--- config.mk ---
export PLATFORM = sky130hd
export DESIGN_NAME = instr_fetch_decode
export DESIGN_NICKNAME = d
export VERILOG_FILES = /design/src/rtl/fetch_pkg.sv /design/src/rtl/jump_unit.sv /design/src/rtl/instr_fetch_decode.sv
export SDC_FILE = /design/constraint.sdc
export NUM_CORES = 1
export LEC_CHECK = 0
export BUFFER_PORTS_ARGS = -buffer_cell sky130_fd_sc_hd__buf_2
export CAP_MARGIN = 20
export CORE_ASPECT_RATIO = 1.5
export CORE_MARGIN = 2
export CORE_UTILIZATION = 35
export DETAILED_ROUTE_END_ITERATION = 10
export HOLD_SLACK_MARGIN = 0.15
export SLEW_MARGIN = 20
export SYNTH_ARGS = -nofsm -noshare
export SYNTH_HDL_FRONTEND = slang
export SYNTH_HIERARCHICAL = 1
export SYNTH_SLANG_ARGS = --single-unit
export TNS_END_PERCENT = 1
--- constraint.sdc ---
create_clock -name CLK -period 6.4 [get_ports CLK]
set_clock_uncertainty 0.05 [all_clocks]
set_input_delay 0 -clock CLK [delete_from_list [all_inputs] [get_ports CLK]]
set_output_delay 0 -clock CLK [all_outputs]
set_load 0.01 [all_outputs]
--- src/rtl/fetch_pkg.sv ---
`default_nettype none
// ============================================================================
// Package : fetch_pkg
// Brief   : Shared types, jump condition codes, opcode format masks and the
//           extension-word counter for the MSP430 fetch/decode stage.
// Rev     : 1.0 - initial release
// ============================================================================
package fetch_pkg;

  // Decoder state: where the next accepted word belongs.
  typedef enum logic [2:0] {
    ST_OPCODE = 3'd0,
    ST_EXT1   = 3'd1,
    ST_EXT2   = 3'd2,
    ST_FLUSH1 = 3'd3,
    ST_FLUSH2 = 3'd4
  } fetch_state_t;

  // Format-III condition field [12:10].
  localparam logic [2:0] c_COND_JNE = 3'd0;
  localparam logic [2:0] c_COND_JEQ = 3'd1;
  localparam logic [2:0] c_COND_JNC = 3'd2;
  localparam logic [2:0] c_COND_JC  = 3'd3;
  localparam logic [2:0] c_COND_JN  = 3'd4;
  localparam logic [2:0] c_COND_JGE = 3'd5;
  localparam logic [2:0] c_COND_JL  = 3'd6;
  localparam logic [2:0] c_COND_JMP = 3'd7;

  // Opcode format masks (word & MASK) == MATCH.
  localparam logic [15:0] c_FMT2_MASK  = 16'hFC00;
  localparam logic [15:0] c_FMT2_MATCH = 16'h1000;
  localparam logic [15:0] c_FMT3_MASK  = 16'hE000;
  localparam logic [15:0] c_FMT3_MATCH = 16'h2000;
  // RETI is the format-II slot with opcode field [9:7] = 110.
  localparam logic [15:0] c_RETI_MASK  = 16'hFF80;
  localparam logic [15:0] c_RETI_MATCH = 16'h1300;

  // Source operand needs an extension word: indexed/symbolic/absolute
  // (As=01, not the R3 constant generator) or immediate (@PC+).
  function automatic logic src_ext(input logic [1:0] as_mode, input logic [3:0] rs);
    return ((as_mode == 2'b01) && (rs != 4'd3)) ||
           ((as_mode == 2'b11) && (rs == 4'd0));
  endfunction

  // Number of extension words that follow this opcode word (0..2).
  function automatic logic [1:0] ext_count(input logic [15:0] word);
    logic [1:0] n;
    n = 2'd0;
    if (word[15:14] != 2'b00) begin
      n = {1'b0, src_ext(word[5:4], word[11:8])} + {1'b0, word[7]};
    end else if (((word & c_FMT2_MASK) == c_FMT2_MATCH) &&
                 ((word & c_RETI_MASK) != c_RETI_MATCH)) begin
      n = {1'b0, src_ext(word[5:4], word[3:0])};
    end
    return n;
  endfunction

endpackage
`default_nettype wire

--- src/rtl/jump_unit.sv ---
`default_nettype none
// ============================================================================
// Module : jump_unit
// Brief  : Combinational format-III resolver: taken flag and branch target
//          for the word at i_pc, given SR flags {V,N,Z,C}.
// Rev    : 1.0 - initial release
// ============================================================================
module jump_unit
  import fetch_pkg::*;
(
  input  logic [15:0] i_opcode,
  input  logic [15:0] i_pc,
  input  logic [3:0]  i_flags,
  output logic        o_taken,
  output logic [15:0] o_target
);

  logic w_v, w_n, w_z, w_c;
  logic w_is_jump;
  logic w_cond_true;

  assign {w_v, w_n, w_z, w_c} = i_flags;
  assign w_is_jump = ((i_opcode & c_FMT3_MASK) == c_FMT3_MATCH);

  // Evaluate the branch condition encoded in [12:10].
  always_comb begin
    w_cond_true = 1'b0;
    case (i_opcode[12:10])
      c_COND_JNE: w_cond_true = ~w_z;
      c_COND_JEQ: w_cond_true = w_z;
      c_COND_JNC: w_cond_true = ~w_c;
      c_COND_JC:  w_cond_true = w_c;
      c_COND_JN:  w_cond_true = w_n;
      c_COND_JGE: w_cond_true = ~(w_n ^ w_v);
      c_COND_JL:  w_cond_true = w_n ^ w_v;
      c_COND_JMP: w_cond_true = 1'b1;
      default:    w_cond_true = 1'b0;
    endcase
  end

  assign o_taken  = w_is_jump & w_cond_true;
  // Word offset is relative to the following word; 16-bit add wraps.
  assign o_target = i_pc + 16'd2 + {{5{i_opcode[9]}}, i_opcode[9:0], 1'b0};

endmodule
`default_nettype wire

--- src/rtl/instr_fetch_decode.sv ---
`default_nettype none
// ============================================================================
// Module : instr_fetch_decode
// Brief  : Assembles MSP430 instructions (opcode + 0..2 extension words)
//          from the PC/word stream, resolves jumps back to the counter and
//          discards the two words already in flight after a taken jump.
// Rev    : 1.0 - initial release
// ============================================================================
module instr_fetch_decode
  import fetch_pkg::*;
(
  input  logic        CLK,
  input  logic        RST_N,
  input  logic [15:0] PC,
  input  logic        PC_ENA,
  input  logic [15:0] DATA,
  input  logic [3:0]  FLAGS,
  output logic        JMPE,
  output logic [15:0] JMP_ADDR,
  output logic        INSTR_VALID,
  output logic [15:0] INSTR,
  output logic [15:0] EXT1,
  output logic [15:0] EXT2,
  output logic [15:0] INSTR_PC,
  output logic [1:0]  INSTR_LEN
);

  fetch_state_t r_state;
  logic [15:0]  r_op;
  logic [15:0]  r_op_pc;
  logic [15:0]  r_ext1_hold;
  logic         r_need_two;

  logic         r_valid;
  logic         r_jmpe;
  logic [15:0]  r_jaddr;
  logic [15:0]  r_instr;
  logic [15:0]  r_ext1;
  logic [15:0]  r_ext2;
  logic [15:0]  r_ipc;
  logic [1:0]   r_len;

  logic [1:0]   w_n;
  logic         w_taken;
  logic [15:0]  w_target;

  assign w_n = ext_count(DATA);

  // Jump resolution uses the live word, PC and flags at the capturing edge.
  jump_unit u_jump_unit (
    .i_opcode (DATA),
    .i_pc     (PC),
    .i_flags  (FLAGS),
    .o_taken  (w_taken),
    .o_target (w_target)
  );

  // Word sequencing, instruction emission and post-jump flush.
  always_ff @(posedge CLK or negedge RST_N) begin
    if (!RST_N) begin
      r_state     <= ST_OPCODE;
      r_op        <= 16'd0;
      r_op_pc     <= 16'd0;
      r_ext1_hold <= 16'd0;
      r_need_two  <= 1'b0;
      r_valid     <= 1'b0;
      r_jmpe      <= 1'b0;
      r_jaddr     <= 16'd0;
      r_instr     <= 16'd0;
      r_ext1      <= 16'd0;
      r_ext2      <= 16'd0;
      r_ipc       <= 16'd0;
      r_len       <= 2'd0;
    end else begin
      r_valid <= 1'b0;
      r_jmpe  <= 1'b0;
      if (PC_ENA) begin
        case (r_state)
          ST_OPCODE: begin
            r_op       <= DATA;
            r_op_pc    <= PC;
            r_need_two <= (w_n == 2'd2);
            if (w_n == 2'd0) begin
              r_valid <= 1'b1;
              r_instr <= DATA;
              r_ext1  <= 16'd0;
              r_ext2  <= 16'd0;
              r_ipc   <= PC;
              r_len   <= 2'd1;
              if (w_taken) begin
                r_jmpe  <= 1'b1;
                r_jaddr <= w_target;
                r_state <= ST_FLUSH1;
              end
            end else begin
              r_state <= ST_EXT1;
            end
          end
          ST_EXT1: begin
            r_ext1_hold <= DATA;
            if (r_need_two) begin
              r_state <= ST_EXT2;
            end else begin
              r_valid <= 1'b1;
              r_instr <= r_op;
              r_ext1  <= DATA;
              r_ext2  <= 16'd0;
              r_ipc   <= r_op_pc;
              r_len   <= 2'd2;
              r_state <= ST_OPCODE;
            end
          end
          ST_EXT2: begin
            r_valid <= 1'b1;
            r_instr <= r_op;
            r_ext1  <= r_ext1_hold;
            r_ext2  <= DATA;
            r_ipc   <= r_op_pc;
            r_len   <= 2'd3;
            r_state <= ST_OPCODE;
          end
          ST_FLUSH1: r_state <= ST_FLUSH2;
          ST_FLUSH2: r_state <= ST_OPCODE;
          default:   r_state <= ST_OPCODE;
        endcase
      end
    end
  end

  assign JMPE        = r_jmpe;
  assign JMP_ADDR    = r_jaddr;
  assign INSTR_VALID = r_valid;
  assign INSTR       = r_instr;
  assign EXT1        = r_ext1;
  assign EXT2        = r_ext2;
  assign INSTR_PC    = r_ipc;
  assign INSTR_LEN   = r_len;

endmodule
`default_nettype wire

### Yosys cells after proc, flatten, opt, wreduce, memory -nomap -nowiden

Index checks and enable logic that the tools add are counted.

* output and inout port bits: 84
* bits of input ports: 39
* register bits after elaboration: 136

* muxes and demuxes: 29
* bitwise operators: 5
* equal/unequal tests: 21
* $add $sub $neg: 3
* reductions and logical operators: 19

Operators by type and width (number)
* case mux 16 bit (3 select lines): 4
* two-way mux 16 bit: 7
* adder 16 bit: 1
* adder 16 x 2 -> 16 bit (second input constant): 1
* equality test 3 x 2 -> 1 bit (second input constant): 4
* equality test 3 bit (second input constant): 4
* equality test 3 x 1 -> 1 bit (second input constant): 3
* inequality test 9 x 6 -> 1 bit (second input constant): 1
* case mux 3 bit (3 select lines): 1
* logical NOT 4 bit: 2
* two-way mux 1 bit: 8
* two-way mux 2 bit: 4
* inequality test 4 x 2 -> 1 bit (second input constant): 2
* case mux 1 bit (8 select lines): 1
* AND reduction 4 bit: 2
* equality test 6 x 3 -> 1 bit (second input constant): 1
* logical NOT 3 bit: 2
* two-way mux 3 bit: 2
* case mux 2 bit (3 select lines): 1
* AND reduction 2 bit: 3
* logical AND 1 bit: 5
* equality test 2 bit (second input constant): 2
* inequality test 2 bit (second input constant): 2
* inequality test 3 x 2 -> 1 bit (second input constant): 1
* 10 further kinds: 13

### Logic depth before layout (Yosys ltp)

Gate-level depths: netlist of the first run.

* depth in word-level cells: 9
* gate-level depth with buffers: 12
* mapped depth without buffers: 12

### Hierarchy

The synthesis of the first run kept the hierarchy.

By module, submodules not included
* instr_fetch_decode: area each 6467.5 µm², times used 1, cells an instance 626, sequential area each 3403.3 µm²
* jump_unit: area each 933.4 µm², times used 1, cells an instance 120, sequential area each 0.0 µm²

### Worst setup path before layout of the first run

Ideal clock, no wire load.

* path type: input to register
* start: input DATA[11]
* end: register r_jaddr[10] (netlist: JMP_ADDR[10])
* data arrival time: 2.068 ns
* buffers on the path: 2
* path slack: 4.157 ns
* stages: 11
* cells stage by stage: or3_1 a21oi_1 o21a_1 ha_1 nor2_1 nor2_1 a21oi_1 and3_1 buf_6 buf_6 mux2_2

* cells in the longest elaborated chain, start to end: 7

Ends and longest elaborated chain
* start, declared: line instr_fetch_decode.sv:16 `input logic [15:0] DATA,`
* inequality test 4 x 2 -> 1 bit or logical NOT 4 bit (tied branches): line fetch_pkg.sv:41, fetch_pkg.sv:42
* logical AND 1 bit (on tied branches): line fetch_pkg.sv:41, fetch_pkg.sv:42
* logical OR 1 bit: line fetch_pkg.sv:41 `return ((as_mode == 2'b01) && (rs != 4'd3)) ||`
* adder 1 x 1 -> 2 bit: line fetch_pkg.sv:50 `n = {1'b0, src_ext(word[5:4], word[11:8])} + {1'b0, word[7]};`
* two-way mux 2 bit: line fetch_pkg.sv:49 `if (word[15:14] != 2'b00) begin`
* logical NOT 2 bit: line instr_fetch_decode.sv:83 `if (w_n == 2'd0) begin`
* AND reduction 4 bit (no source line) (*)
* end signal, assigned: line instr_fetch_decode.sv:92 `r_jaddr <= w_target;`
* end, declared: line instr_fetch_decode.sv:36 `logic [15:0] r_jaddr;`

Every way passes the cells marked *; elsewhere a longest branch is shown, timed or not.
A chain may end at the register's enable or synchronous reset.

### Worst setup path in the final report of the first run

* start: input DATA[11]
* end: register r_jaddr[7] (netlist: JMP_ADDR[7])

The elaborated chain is that of the path after synthesis.

==> results.json, run 1 <==
{
  "avgRoutedWirePerCell_um": 18.78,
  "critical_path_class": "in2reg",
  "track_usage_pct": 20.10,
  "insertion_delay_ps": 420,
  "port_buffers": 122,
  "min_period_ps": 3171,
  "final_cell_mix": "dfrtp_1 (134), nand2_1 (125), buf_2 (121)",
  "crit_required_ps": 6650,
  "coreArea_sq_um": 20900,
  "place.gp.congestion": 0.7921,
  "htreeDepth": 4,
  "grt_start_max_net_pins": 75,
  "final_common_cell": "dfrtp_1",
  "r2r-start": "r_state[0]",
  "syn_to_final_growth_pct": 23.99,
  "place_worst_setup_slack_ps": 3303,
  "p_per_area_nw_per_um2": 401.0,
  "grt_antenna_before_repair": 0,
  "io_pins": 123,
  "synth-seq-cells": 136,
  "multi_input_area_sq_um": 3675,
  "critPathLaunch": "DATA[11]",
  "critPathArrivalTime_ps": 3420,
  "rsz0062_at_grt": "false",
  "netlist_top_cells_area": "dfrtp_1 (46%), mux2_2 (9.6%), nand2_1 (6.3%), o221a_2 (4.9%), ha_1 (4.7%)",
  "synthesis.nets": 814,
  "grt_first_pass_wirelength_mm": 34.45,
  "fin_ws_ps": 3229,
  "cts_tree": "yes",
  "syn_area_sq_um": 7401,
  "dp_hpwl_mm": 14.17,
  "final.setup.tns_ps": 0,
  "finalCritPeriodShare_pct": 49.55,
  "status": "finished clean",
  "hold_viol_final": 0,
  "maxCapViolCount": 0,
  "clkTransAtPathRegs_ps": 60,
  "post_cts_resized": 0,
  "rrSetupSlack_ps": 3580,
  "tightest_slew_ps": 1059,
  "synth_edf_count": 0,
  "firstDrtPassIters": 5,
  "antenna_left": 0,
  "async_flop_share_pct": 100.0,
  "num_vias": 6176,
  "finalPower_uw": 3680,
  "synth_flop_cell": "dfrtp_1",
  "seq_area_frac_synth_pct": 45.98,
  "cp-start-kind": "input port",
  "slew_headroom_pct": 29.21,
  "synth_top_area_share_pct": 45.98,
  "ff2ff_path_depth": 6,
  "overflow": 0,
  "final.fill_count": 2004,
  "grt_pass1_vias": 6120,
  "numClockSinks": 136,
  "postCtsSetupBuffers": 0,
  "start_util_pct": 35.41,
  "die_area_sq_um": 22350,
  "synth_cells": 746,
  "vias_per_cell": 5.301,
  "clockBufferDepth": 2,
  "drc": 0,
  "root_buffer": "clkbuf_16",
  "yosys.area.top_type": "dfrtp_1",
  "end_kind": "register",
  "p_leak_uw": 0.004307,
  "critPathMaxFanout": 17,
  "synth_cell_types": 55,
  "setup_viol": 0,
  "fp.dieH_um": 182.1,
  "peakVddDrop_mv": 0.1772,
  "cts_inserted_buffers": 17,
  "drv_slew": 0,
  "rows": 65,
  "dieWidth_um": 122.7,
  "routed_wl_mm": 21.87,
  "drtIter0Drc": 375,
  "antenna_cells": 0,
  "fin_nets": 952,
  "fmaxAchievable_mhz": 315.3,
  "ys_warn_count": 6,
  "hold_path_class": "in2async",
  "r2r-end": "INSTR_PC[13]",
  "regArea_sq_um": 3406,
  "drive_above_1_share_pct": 30.88,
  "synth_area_per_cell_sq_um": 9.921
}
through the flow:
step                cells  hold slack [ps]  util (%)  cell area, sq um
floorplan             746           -345.6         -              7401
global placement     1098            39.58     39.39              8233
detailed placement   1098            41.24     39.40              8235
CTS                  1165            160.0     43.90              9176
global route         1165            221.0     43.90              9176
finish               1165            138.1     43.90              9176
area by class of cell:
type | instances | share of cell area (%)
flip-flops and latches | 136 | 37.11
well taps | 268 | 3.654
clock buffers | 18 | 4.786
repair buffers | 167 | 11.36
multi-input cells | 528 | 40.05
clock inverters | 14 | 1.650
inverters | 34 | 1.391
routing by layer:
layer / routed length (um) / vias to the layer above / share of wire [%] / global-route usage (%)
met5: 0 / - / 0 / 0
met3: 1120 / 47 / 5.1 / 4.188
li1: - / 2944 / - / -
met2: 10780 / 168 / 49 / 33.64
met1: 9120 / 3017 / 42 / 24.41
met4: 854 / 0 / 3.9 / 9.425
cells in the mapped netlist (all sizes together), types with 2 or more instances:
library cell,number
a211oi,2
a21oi,10
a221oi,18
a22o,32
a311oi,2
a31oi,3
and3,6
buf,14
clkbuf,34
dfrtp,136
ha,28
inv,34
mux2,65
mux2i,2
nand2,125
nand2b,3
nand3,9
nor2,66
nor2b,6
nor3,35
o211ai,3
o21a,4
o21ai,43
o221a,32
o41ai,2
or3,2
xnor2,8
xor2,5
state kept, by name, summed over array words and instances, names as in the netlist:
register,flops
JMPE,1
INSTR,16
INSTR_PC,16
JMP_ADDR,16
INSTR_LEN,2
r_op,16
r_ext1_hold,16
r_need_two,1
EXT2,16
EXT1,16
INSTR_VALID,1
r_state,3
r_op_pc,16
power by group:
group | switching (uW) | internal, uW | total [uW]
Clock | 397 | 585 | 982
Sequential | 261 | 1190 | 1450
Combinational | 642 | 604 | 1250
Total | 1300 | 2380 | 3680
kinds of logic (layout without fill, tap and decap cells):
family | after synthesis | count (layout) | share of synthesized area (%)
mux | 67 | 67 | 10.26
simple gates | 257 | 257 | 14.76
fa+ha+maj | 29 | 29 | 5.004
xor+xnor | 13 | 13 | 1.538
flops | 136 | 136 | 45.98
buf+inv | 82 | 233 | 4.582
compound gates | 162 | 162 | 17.87
worst max-delay path by stage:
stage	to	slack, ps
2_1_floorplan	JMP_ADDR[10]	4160
3_3_place_gp	JMP_ADDR[1]	3400
3_5_place_dp	JMP_ADDR[12]	3300
4_1_cts	JMP_ADDR[10]	3210
5_1_grt	JMP_ADDR[7]	3000
6_report	JMP_ADDR[7]	3230
critical path: stages:
cell and delay [ps]:
dlygate4sd3_1 520, buf_2 210, or3_1 400, a21oi_1 140, o21a_1 140, ha_1 230
nor2_1 90, nor2_1 60, a21oi_1 380, and3_1 820, mux2_2 410
repair_timing:
item / 4_1_cts / 5_1_grt
hold buffers: 35 / 0
setup endpoints to repair: 0 / 0
hold endpoints to repair: 182 / 0
(Power assumes the default switching activity.)
==> inputs of run 2 (changes only) <==
==> constraint.sdc (replaced) <==
create_clock -name CLK -period 3.25 [get_ports CLK]
set_clock_uncertainty 0.05 [all_clocks]
set_input_delay 0 -clock CLK [delete_from_list [all_inputs] [get_ports CLK]]
set_output_delay 0 -clock CLK [all_outputs]
set_load 0.01 [all_outputs]
==> results.json, run 2 (synthesis gave the netlist of run 1 again) <==
{
  "htreeDepth": 4,
  "place.gp.congestion": 0.8269,
  "cts_tree": "yes",
  "grt_start_max_net_pins": 80,
  "tightest_slew_ps": 822.6,
  "clockBufferDepth": 2,
  "dieWidth_um": 122.7,
  "rows": 65,
  "coreArea_sq_um": 20900,
  "start_util_pct": 35.41,
  "firstDrtPassIters": 5,
  "track_usage_pct": 20.35,
  "insertion_delay_ps": 430,
  "finalCritPeriodShare_pct": 89.18,
  "final_cell_mix": "dfrtp_1 (134), nand2_1 (125), buf_2 (121)",
  "final_common_cell": "dfrtp_1",
  "crit_required_ps": 3500,
  "root_buffer": "clkbuf_16",
  "fin_util_pct": 44.24,
  "stdcell_area_sq_um": 9248,
  "routed_wl_mm": 21.84,
  "final.setup.tns_ps": 0,
  "maxCapViolCount": 0,
  "num_vias": 6239,
  "placed_cells": 1105,
  "status": "finished clean",
  "port_buffers": 122,
  "fp.dieH_um": 182.1,
  "overflow": 0,
  "min_period_ps": 2898,
  "postCtsSetupBuffers": 0,
  "io_pins": 123,
  "numClockSinks": 136,
  "critical_path_class": "in2reg",
  "grt_first_pass_wirelength_mm": 34.78,
  "clkTransAtPathRegs_ps": 70,
  "p_per_area_nw_per_um2": 776.8,
  "antenna_cells": 0,
  "critPathMaxFanout": 18,
  "regArea_sq_um": 3406,
  "post_dp_cell_area_sq_um": 8298,
  "multi_input_area_sq_um": 3672,
  "die_area_sq_um": 22350,
  "critPathArrivalTime_ps": 3150,
  "avgRoutedWirePerCell_um": 18.60,
  "post_cts_resized": 0,
  "setup_viol": 0,
  "dp_hpwl_mm": 14.23,
  "grt_pass1_vias": 6277,
  "drtIter0Drc": 552,
  "grt_antenna_before_repair": 0,
  "drc": 0,
  "vias_per_cell": 5.314,
  "holdBufCountCts": 37,
  "syn_to_final_growth_pct": 24.95,
  "drive_above_1_share_pct": 31.35,
  "end_kind": "register",
  "cts_inserted_buffers": 17,
  "hold_viol_final": 0,
  "final.fill_count": 1999,
  "cp-start-kind": "input port",
  "p_leak_uw": 0.004365,
  "antenna_left": 0,
  "fin_nets": 961,
  "drv_slew": 0,
  "peakVddDrop_mv": 0.4152,
  "instances_no_fill": 1174,
  "fmaxAchievable_mhz": 345.0,
  "rsz0062_at_grt": "false",
  "slew_headroom_pct": 45.16,
  "hold_path_class": "in2reg",
  "rrSetupSlack_ps": 1010
}
run 2: worst paths after layout:
kind | from | end | cells past startpoint
hold reg to reg | r_op_pc[12] | r_op_pc[12] | 2
max in group asynchronous | RST_N | r_state[1] | 4
setup / recovery | DATA[11] | EXT1[0] | 11
min in group asynchronous | RST_N | r_op_pc[13] | 4
setup reg to reg | r_state[1] | INSTR[14] | 5
hold / removal | PC[8] | r_op_pc[8] | 4
run 2: stage by stage:
step | hold slack, ps | setup WS [ps] | total power [uW]
final | 298.2 | 351.6 | 7183
after global routing | 316.2 | 61.16 | 7644
after CTS | 281.8 | 338.3 | 7253
after detailed placement | -34.55 | 465.2 | 5336
after global placement | -33.54 | 534.6 | 5291
after floorplan | -345.6 | 1007 | 4344
run 2: final cells by class:
| type | count | area share [%] |
|---|---|---|
| multi-input combinational | 528 | 39.71 |
| sequential | 136 | 36.83 |
| timing repair buffer | 176 | 12.38 |
| clock buffer | 19 | 4.898 |
| tap | 268 | 3.626 |
| inverter | 34 | 1.380 |
| clock inverter | 13 | 1.177 |
run 2: worst max-delay path: stages:
cell	delay, ps
dlygate4sd3_1	530
buf_2	210
or3_1	390
a21oi_1	140
o21a_1	140
ha_1	230
nor2_1	100
nor2_1	70
a21oi_1	370
o2111ai_2	520
a221oi_1	460
run 2: power by group:
group          total, uW  switching [uW]  leakage [uW]  internal (uW)
combinational       2490            1280       0.00244           1210
sequential          2840             491       0.00165           2350
clock               1850             815      0.000277           1040
run 2: layer usage:
metal / GRT usage (%) / share of wire [%] / up-vias
met1: 24.28 / 41 / 3075
met3: 3.625 / 4.7 / 30
li1: - / - / 2965
met4: 8.046 / 2.4 / 0
met2: 35.69 / 52 / 169
met5: 0 / 0 / -
